[config.mk]
export PLATFORM = sky130hd
export DESIGN_NAME = gpu_wb_arb
export DESIGN_NICKNAME = d
export VERILOG_FILES = /design/src/rtl/gpu_wb_arb.sv
export SDC_FILE = /design/constraint.sdc
export NUM_CORES = 1
export LEC_CHECK = 0
export ABC_CLOCK_PERIOD_IN_PS = 2500
export BUFFER_PORTS_ARGS = -buffer_cell sky130_fd_sc_hd__buf_4
export CAP_MARGIN = 20
export CORE_ASPECT_RATIO = 0.7
export CORE_MARGIN = 2
export CORE_UTILIZATION = 53
export CTS_CLUSTER_DIAMETER = 50
export DETAILED_ROUTE_END_ITERATION = 7
export PLACE_DENSITY = 0.81
export SLEW_MARGIN = 30
export SYNTH_ARGS = -nofsm -noshare
export SYNTH_HDL_FRONTEND = slang
export SYNTH_SLANG_ARGS = --single-unit
export TNS_END_PERCENT = 10
[constraint.sdc]
create_clock -name sys_clk -period 2.5 [get_ports sys_clk]
set_clock_uncertainty 0.15 [all_clocks]
set_input_delay 0.25 -clock sys_clk [delete_from_list [all_inputs] [get_ports sys_clk]]
set_output_delay 0.25 -clock sys_clk [all_outputs]
set_load 0.01 [all_outputs]
[src/rtl/gpu_wb_arb.sv]
// Register-file write-port arbiter with load/divide scoreboard for the GPU execute pipe.
// Latency: a grant in cycle N drives rf_we/rf_reg/rf_dat in cycle N+1; sbwait is combinational.
// Backpressure: ALU/imm writes never stall; ld/div hold one entry each, ready = empty or draining.
// Optional build macro GPU_WB_BYPASS_EN: a register granted this cycle drops out of sbwait at once.
module gpu_wb_arb #(
  parameter int DW   = 32,
  parameter int REGW = 5
) (
  input  logic            sys_clk,
  input  logic            reset_n,
  input  logic            imm_we,
  input  logic [REGW-1:0] imm_reg,
  input  logic [DW-1:0]   imm_dat,
  input  logic            alu_we,
  input  logic [REGW-1:0] alu_reg,
  input  logic [DW-1:0]   alu_dat,
  input  logic            ld_valid,
  input  logic [REGW-1:0] ld_reg,
  input  logic [DW-1:0]   ld_dat,
  output logic            ld_ready,
  input  logic            div_valid,
  input  logic [REGW-1:0] div_reg,
  input  logic [DW-1:0]   div_dat,
  output logic            div_ready,
  input  logic            sb_set,
  input  logic [REGW-1:0] sb_set_reg,
  input  logic            chk_src_en,
  input  logic [REGW-1:0] chk_src_reg,
  input  logic            chk_dst_en,
  input  logic [REGW-1:0] chk_dst_reg,
  output logic            sbwait,
  output logic            rf_we,
  output logic [REGW-1:0] rf_reg,
  output logic [DW-1:0]   rf_dat,
  output logic [1:0]      err,
  input  logic            err_clr
);

  localparam int NREG = 1 << REGW;

  // Round-robin pointer between the two buffered sources.
  typedef enum logic {RR_LD = 1'b0, RR_DIV = 1'b1} rr_e;
  rr_e rr_q, rr_d;

  logic            ld_full, div_full;
  logic [REGW-1:0] ld_reg_q, div_reg_q;
  logic [DW-1:0]   ld_dat_q, div_dat_q;
  logic            buf_ok, gnt_ld, gnt_div;
  logic [NREG-1:0] pend_q, pend_d, wait_mask;
  logic [1:0]      err_d;

  // Grant selection: direct writes always win, buffered slots share leftover cycles.
  always_comb begin
    buf_ok  = ~alu_we & ~imm_we;
    gnt_ld  = buf_ok & ld_full  & (~div_full | (rr_q == RR_LD));
    gnt_div = buf_ok & div_full & (~ld_full  | (rr_q == RR_DIV));
  end

  // A slot can take a new entry in the same cycle its current one drains.
  assign ld_ready  = ~ld_full  | gnt_ld;
  assign div_ready = ~div_full | gnt_div;

  // Pointer moves to the other source after every buffered grant.
  always_comb begin
    rr_d = rr_q;
    if (gnt_ld)       rr_d = RR_DIV;
    else if (gnt_div) rr_d = RR_LD;
  end

  // Pointer register.
  always_ff @(posedge sys_clk or negedge reset_n) begin
    if (!reset_n) rr_q <= RR_LD;
    else          rr_q <= rr_d;
  end

  // Load and divide holding slots.
  always_ff @(posedge sys_clk or negedge reset_n) begin
    if (!reset_n) begin
      ld_full   <= 1'b0;
      ld_reg_q  <= '0;
      ld_dat_q  <= '0;
      div_full  <= 1'b0;
      div_reg_q <= '0;
      div_dat_q <= '0;
    end else begin
      if (ld_valid && ld_ready) begin
        ld_full  <= 1'b1;
        ld_reg_q <= ld_reg;
        ld_dat_q <= ld_dat;
      end else if (gnt_ld) begin
        ld_full  <= 1'b0;
      end
      if (div_valid && div_ready) begin
        div_full  <= 1'b1;
        div_reg_q <= div_reg;
        div_dat_q <= div_dat;
      end else if (gnt_div) begin
        div_full  <= 1'b0;
      end
    end
  end

  // Registered RF write port; address/data hold when nothing is granted.
  always_ff @(posedge sys_clk or negedge reset_n) begin
    if (!reset_n) begin
      rf_we  <= 1'b0;
      rf_reg <= '0;
      rf_dat <= '0;
    end else begin
      rf_we <= 1'b1;
      if (alu_we) begin
        rf_reg <= alu_reg;
        rf_dat <= alu_dat;
      end else if (imm_we) begin
        rf_reg <= imm_reg;
        rf_dat <= imm_dat;
      end else if (gnt_ld) begin
        rf_reg <= ld_reg_q;
        rf_dat <= ld_dat_q;
      end else if (gnt_div) begin
        rf_reg <= div_reg_q;
        rf_dat <= div_dat_q;
      end else begin
        rf_we <= 1'b0;
      end
    end
  end

  // Scoreboard next state: buffered grants clear, a new issue sets (set wins).
  always_comb begin
    pend_d = pend_q;
    if (gnt_ld)  pend_d[ld_reg_q]  = 1'b0;
    if (gnt_div) pend_d[div_reg_q] = 1'b0;
    if (sb_set)  pend_d[sb_set_reg] = 1'b1;
  end

  // Sticky error flags; a new error in the clear cycle survives the clear.
  always_comb begin
    err_d = err_clr ? 2'b00 : err;
    if (alu_we && imm_we)               err_d[0] = 1'b1;
    if (sb_set && pend_q[sb_set_reg])   err_d[1] = 1'b1;
  end

  // Scoreboard and error registers.
  always_ff @(posedge sys_clk or negedge reset_n) begin
    if (!reset_n) begin
      pend_q <= '0;
      err    <= 2'b00;
    end else begin
      pend_q <= pend_d;
      err    <= err_d;
    end
  end

  // Hazard view of the scoreboard; bypass build hides registers being written now.
  always_comb begin
    wait_mask = pend_q;
`ifdef GPU_WB_BYPASS_EN
    if (gnt_ld)  wait_mask[ld_reg_q]  = 1'b0;
    if (gnt_div) wait_mask[div_reg_q] = 1'b0;
`else
    wait_mask = pend_q;
`endif
  end

  assign sbwait = (chk_src_en & wait_mask[chk_src_reg]) |
                  (chk_dst_en & wait_mask[chk_dst_reg]);

endmodule

Word-level counts from Yosys, hierarchy flattened

Cells that the tools add are included.

Input port bits: 173
Bits in latches: 0
Flip-flop bits (word level): 149
Memories: 0
Logic and storage cells: 91
Bits in read-only memories: 0
Memory bits (writable): 0

Bitwise logic cells: 22
Add/sub/neg operators: 0
Eq/ne operators: 0
Divide/modulo/power cells: 0
Reduce and logical (&&, ||, !) cells: 13
Mux-type cells: 35
Shift operators: 0
$lt $le $gt $ge: 8
$mul: 0

Operators with widths:

| cell                                                              | count |
|---|---|
| two-way mux 32 bit                                                | 7 |
| bitwise AND 32 bit                                                | 2 |
| NOT 32 bit                                                        | 2 |
| bitwise OR 32 bit                                                 | 1 |
| less-than comparator 5 x 6 -> 1 bit, second input constant        | 5 |
| two-way mux 5 bit                                                 | 4 |
| two-way mux 1 bit                                                 | 17 |
| binary-select mux 1 bit (select 5 bit)                            | 3 |
| demux 1 bit (select 5 bit)                                        | 3 |
| greater-or-equal comparator 5 x 1 -> 1 bit, second input constant | 3 |
| nonzero test 2 bit                                                | 5 |
| bitwise AND 1 bit                                                 | 7 |
| logical AND 1 bit                                                 | 7 |
| NOT 1 bit                                                         | 5 |
| bitwise OR 1 bit                                                  | 5 |
| nonzero test 4 bit                                                | 1 |
| two-way mux 2 bit                                                 | 1 |

Depth between registers and ports, before layout

Word-level depth: 11
Depth in mapped cells: 8
Mapped depth without buffers: 4

Least setup slack after synthesis

No wires, ideal clock.

Path type: input to output
From: input port chk_src_reg[0]
To: output port sbwait
Slack: 564 ps
Arrival time: 1536 ps
Required time: 2100 ps
Stages: 5
Path through: buf_2 mux4_2 mux2_2 o221ai_1 o2bb2ai_1

Cells in the longest elaborated chain, start to end: 4

Ends and longest elaborated chain:

| item                                    | RTL line | text |
|---|---|---|
| from (decl)                             | 28       | `input logic [REGW-1:0] chk_src_reg,` |
| binary-select mux 1 bit (select 5 bit)  | 166      | `assign sbwait = (chk_src_en & wait_mask[chk_src_reg]) \|` |
| two-way mux 1 bit (not written as such) | 166      |  |
| bitwise AND 1 bit                       | 166      |  |
| bitwise OR 1 bit                        | 166      |  |
| to (decl)                               | 31       | `output logic sbwait,` |

No other way between the ends. The select of a mux whose other input is x is not followed.

Final worst setup path

From: input port imm_we
To: register pend_q[21]

Cells in the longest elaborated chain, start to end: 9
Elaborated cells between the ends (all ways): 11
Classes of those cells: mux (3); bitwise (8)

Ends and longest elaborated chain:

| item                            | RTL line | text |
|---|---|---|
| from (decl)                     | 11       | `input logic imm_we,` |
| NOT 1 bit (*)                   | 54       | `buf_ok = ~alu_we & ~imm_we;` |
| bitwise AND 1 bit (*)           | 54       |  |
| bitwise AND 1 bit (2 in series) | 55       | `gnt_ld = buf_ok & ld_full & (~div_full \| (rr_q == RR_LD));` |
| two-way mux 32 bit              | 132      | `if (gnt_ld) pend_d[ld_reg_q] = 1'b0;` |
| bitwise AND 32 bit (no line)    | n/a      |  |
| two-way mux 32 bit (*)          | 133      | `if (gnt_div) pend_d[div_reg_q] = 1'b0;` |
| bitwise OR 32 bit (no line)     | n/a      |  |
| two-way mux 32 bit (*)          | 134      | `if (sb_set) pend_d[sb_set_reg] = 1'b1;` |
| net pend_d[21]                  | 49       | `logic [NREG-1:0] pend_q, pend_d, wait_mask;` |
| to (signal assigned)            | 150      | `pend_q <= pend_d;` |
| to (decl)                       | 49       |  |

Mark *: on every way through the listed nets, which the timed path passes. The rest lies on a longest branch.
A chain may end at the register's enable or synchronous reset.

==> results.tsv <==
stage	metric	value	unit
hold_path	worst hold endpoint	rf_dat[15]$_DFFE_PN0P_	
layout	Syn-to-layout area delta	42.3	%
setup_path	worst endpoint required time	2660	ps
clock_tree	clock root cell	clkbuf_16	
timing	final critical-path share of the clock period	96.9	%
hold_path	HP Class	input pin to flop	
setup_path	Critical Path, Cell by Cell	dlygate4sd3_1, buf_4, or2_1, buf_4, nor4b_4, a22oi_1, a22o_1	
timing	WHS	3.33	ps
layout	fraction of layout cells with a size suffix above 1	42.5	%
clock_tree	CTS H-tree depth	4	
synthesis	Netlist cell types	53	
setup_path	crit path max fanout	8	
setup_path	R2R depth	5	
synthesis	Syn Area/Cell	12.5	um2
synthesis	ys async rst share	100	%
timing	unrepaired setup endpoints after global routing	no	
setup_path	crit end category	flop	
synthesis	Synth top area share	48.9	%
detailed_routing	Starting DRT DRC Count	778	
synthesis	Syn Inst Count	610	
synthesis	Post-Synth Simple-Gate Area	11.4	%
placement	Post-Place Setup Slack	273	ps
placement	Post-DP Area	9430	um2
synthesis	mux cell area share after synthesis	20.0	%
synthesis	post-synthesis xor/xnor area fraction	0	%
power_and_ir_drop	worst vdd ir	0.000622	V
setup_path	crit path kind	input pin to flop	
detailed_routing	drt first pass iters	8	
die	Die X	147	um
synthesis	Compound-Gate Fraction of Synth Area	16.2	%
grt	Total GRT Usage	34.6	%
timing	max-slew violation count	0	
timing	fin crit period	2420	ps
clock_tree	Clock Latency Late Sink	430	ps
detailed_routing	routed wire length	25900	um
synthesis	Top FF cell, synth	dfrtp_1	
outcome	failing checks	DRC	
clock_tree	CTS Buffer Depth	2	
die	Core Footprint	14000	um2
die	Std-Cell Rows	36	
setup_path	Largest stage delay, worst path	540	ps
setup_path	Worst path slowest cell	dlygate4sd3_1	
timing	setup tns final	0	ps
die	I/O Pins	216	
die	chip height	104	um
detailed_routing	WL/cell	23.6	um
layout	design area	10900	um2
synthesis	Post-Synth Adder-Cell Area	0	%
detailed_routing	DRC	10	
hold_path	min-delay src	imm_dat[15]	
timing	Slew @ Worst Pin	760	ps
setup_path	Worst R2R End	div_reg_q[3]$_DFFE_PN0P_	
timing	Fin. Hold Viols	0	
synthesis	Syn Nets	783	
timing	Slew HR	49.1	%
detailed_routing	vias per inst	6.48	
synthesis	count leader, synth	dfrtp_1	
detailed_routing	Vias	7090	
timing	f_max	413	MHz
grt	initial antenna violation count	1	
power_and_ir_drop	PwrDens	929	nW/um2
placement	port bufs	215	
setup_path	Worst setup SP type	input pin	
layout	fin nets	1063	
timing	final setup margin	76.5	ps
power_and_ir_drop	Leak Pwr	4.87	nW
synthesis	Mapped Area	7630	um2
clock_tree	TritonCTS clock tree	done	
layout	final core occ	77.5	%
die	die area	15400	um2
grt	global-route wire length before repair	41100	um
placement	GPL Wtd Cong	0.954	
placement	HPWL Detailed	16500	um
clock_tree	number of buffers created by CTS	17	
job	Max-cap violations	0	
timing	Setup Viol. Count Final	0	
synthesis	Synth area leader	dfrtp_1	
setup_path	reg-to-reg setup timing slack	310	ps
synthesis	Post-synth EDFFs	0	
grt	total gr overflow	0	
clock_tree	Worst-path clk slew	80	ps
synthesis	synth top area cells	dfrtp_1 (49%), mux4_2 (7.1%), mux2_2 (6.5%)	
setup_path	Crit path arrival time	2580	ps
setup_path	RR Startpoint	rr_q$_DFFE_PN0P_	
synthesis	Synth Register Bits	149	
setup_path	most frequent CP cell	buf_4	
synthesis	synth cell count leaders	dfrtp_1 (149), nand2_1 (53), mux2_2 (44)	
synthesis	post-synthesis sequential area ratio	48.9	%
detailed_routing	Final ANT Viol Nets	0	
clock_tree	CTS sink cnt	149	
outcome	outcome	finished, violations left	
grt	vias in the first global route	7438	
synthesis	largest family of logic cells by synthesized area	multiplexers	
hold_path	worst hold path depth	3	
grt	largest net degree at the start of global routing	76	
synthesis	yosys warns	0	
die	Initial Util	54.5	%
==> stage by stage <==
step,std cells,total power [mW]
2_1_floorplan,610,5.93
3_3_place_gp,981,6.94
3_5_place_dp,981,7.10
4_1_cts,1092,9.89
5_1_grt,1094,10.5
6_report,1094,10.1
==> logic make-up after synthesis <==
logic type / Yosys count
compound gates: 150
buf+inv: 55
flops: 149
mux: 102
simple gates: 154
==> area by class of cell <==
cell class	instances	area [um2]
Multi-Input combinational cell	406	3650
Inverter	5	18.8
Sequential cell	149	3730
Tap cell	190	238
Antenna cell	1	2.50
Clock inverter	15	185
Clock buffer	17	425
Fill cell	806	3150
Timing Repair Buffer	311	2600
==> critical path, delay by kind of cell <==
kind | cells | cell delay [ps]
buffers and inverters | 3 | 950
AND/OR/NAND/NOR | 2 | 900
AO/OA/AOI/OAI | 2 | 470
==> timing repair <==
action,CTS,global route
hold endpoints to repair,139,0
endpoints found under the setup margin,0,1
gates resized for setup,0,4
hold buffers,79,0
setup buffers,0,1
==> routing by layer <==
| metal | up-vias | wire length [um] | track usage [%] |
|---|---|---|---|
| li1 | 2967 | - | - |
| met1 | 3546 | 9880 | 45.9 |
| met2 | 513 | 12600 | 55.6 |
| met3 | 64 | 2660 | 9.21 |
| met4 | 0 | 731 | 11.7 |
| met5 | - | 0 | 0 |
==> worst max-delay path by stage <==
| stage | start | to | slack, ps | cells after the start |
|---|---|---|---|---|
| floorplan | chk_src_reg[0] | sbwait | 560 | 5 |
| finish | imm_we | pend_q[21]$_DFF_PN0_ | 80 | 7 |
| global route | pend_q[14]$_DFF_PN0_ | sbwait | 6 | 5 |
| global placement | imm_we | pend_q[21]$_DFF_PN0_ | 320 | 6 |
| CTS | pend_q[15]$_DFF_PN0_ | sbwait | 50 | 5 |
| detailed placement | imm_we | pend_q[29]$_DFF_PN0_ | 270 | 6 |
==> report_power, final <==
part	leakage (nW)	internal [mW]	switching [mW]
logic	2.82	1.83	1.15
registers	1.75	3.36	1.07
clock network	0.297	1.52	1.17
total	4.87	6.70	3.38
==> cells in the final DEF (no fill, tap or decap), drive strengths merged, types with 2 or more instances in the layout <==
master,instances
nor3b,10
dlygate4sd3,79
a22o,26
nand2b,5
or2,3
o21ai,4
a221oi,3
nor2b,2
buf,232
nand3,2
nor2,43
mux2i,3
a222oi,35
nand2,55
nor4,3
nand4,9
inv,15
and3b,6
dfrtp,149
clkinv,2
nor4b,3
a32o,8
a31oi,36
and3,4
mux4,24
nor3,3
a21oi,2
mux2,75
bufinv,2
clkbuf,17
a22oi,28
No activity file was read; power rests on OpenSTA's default activity.
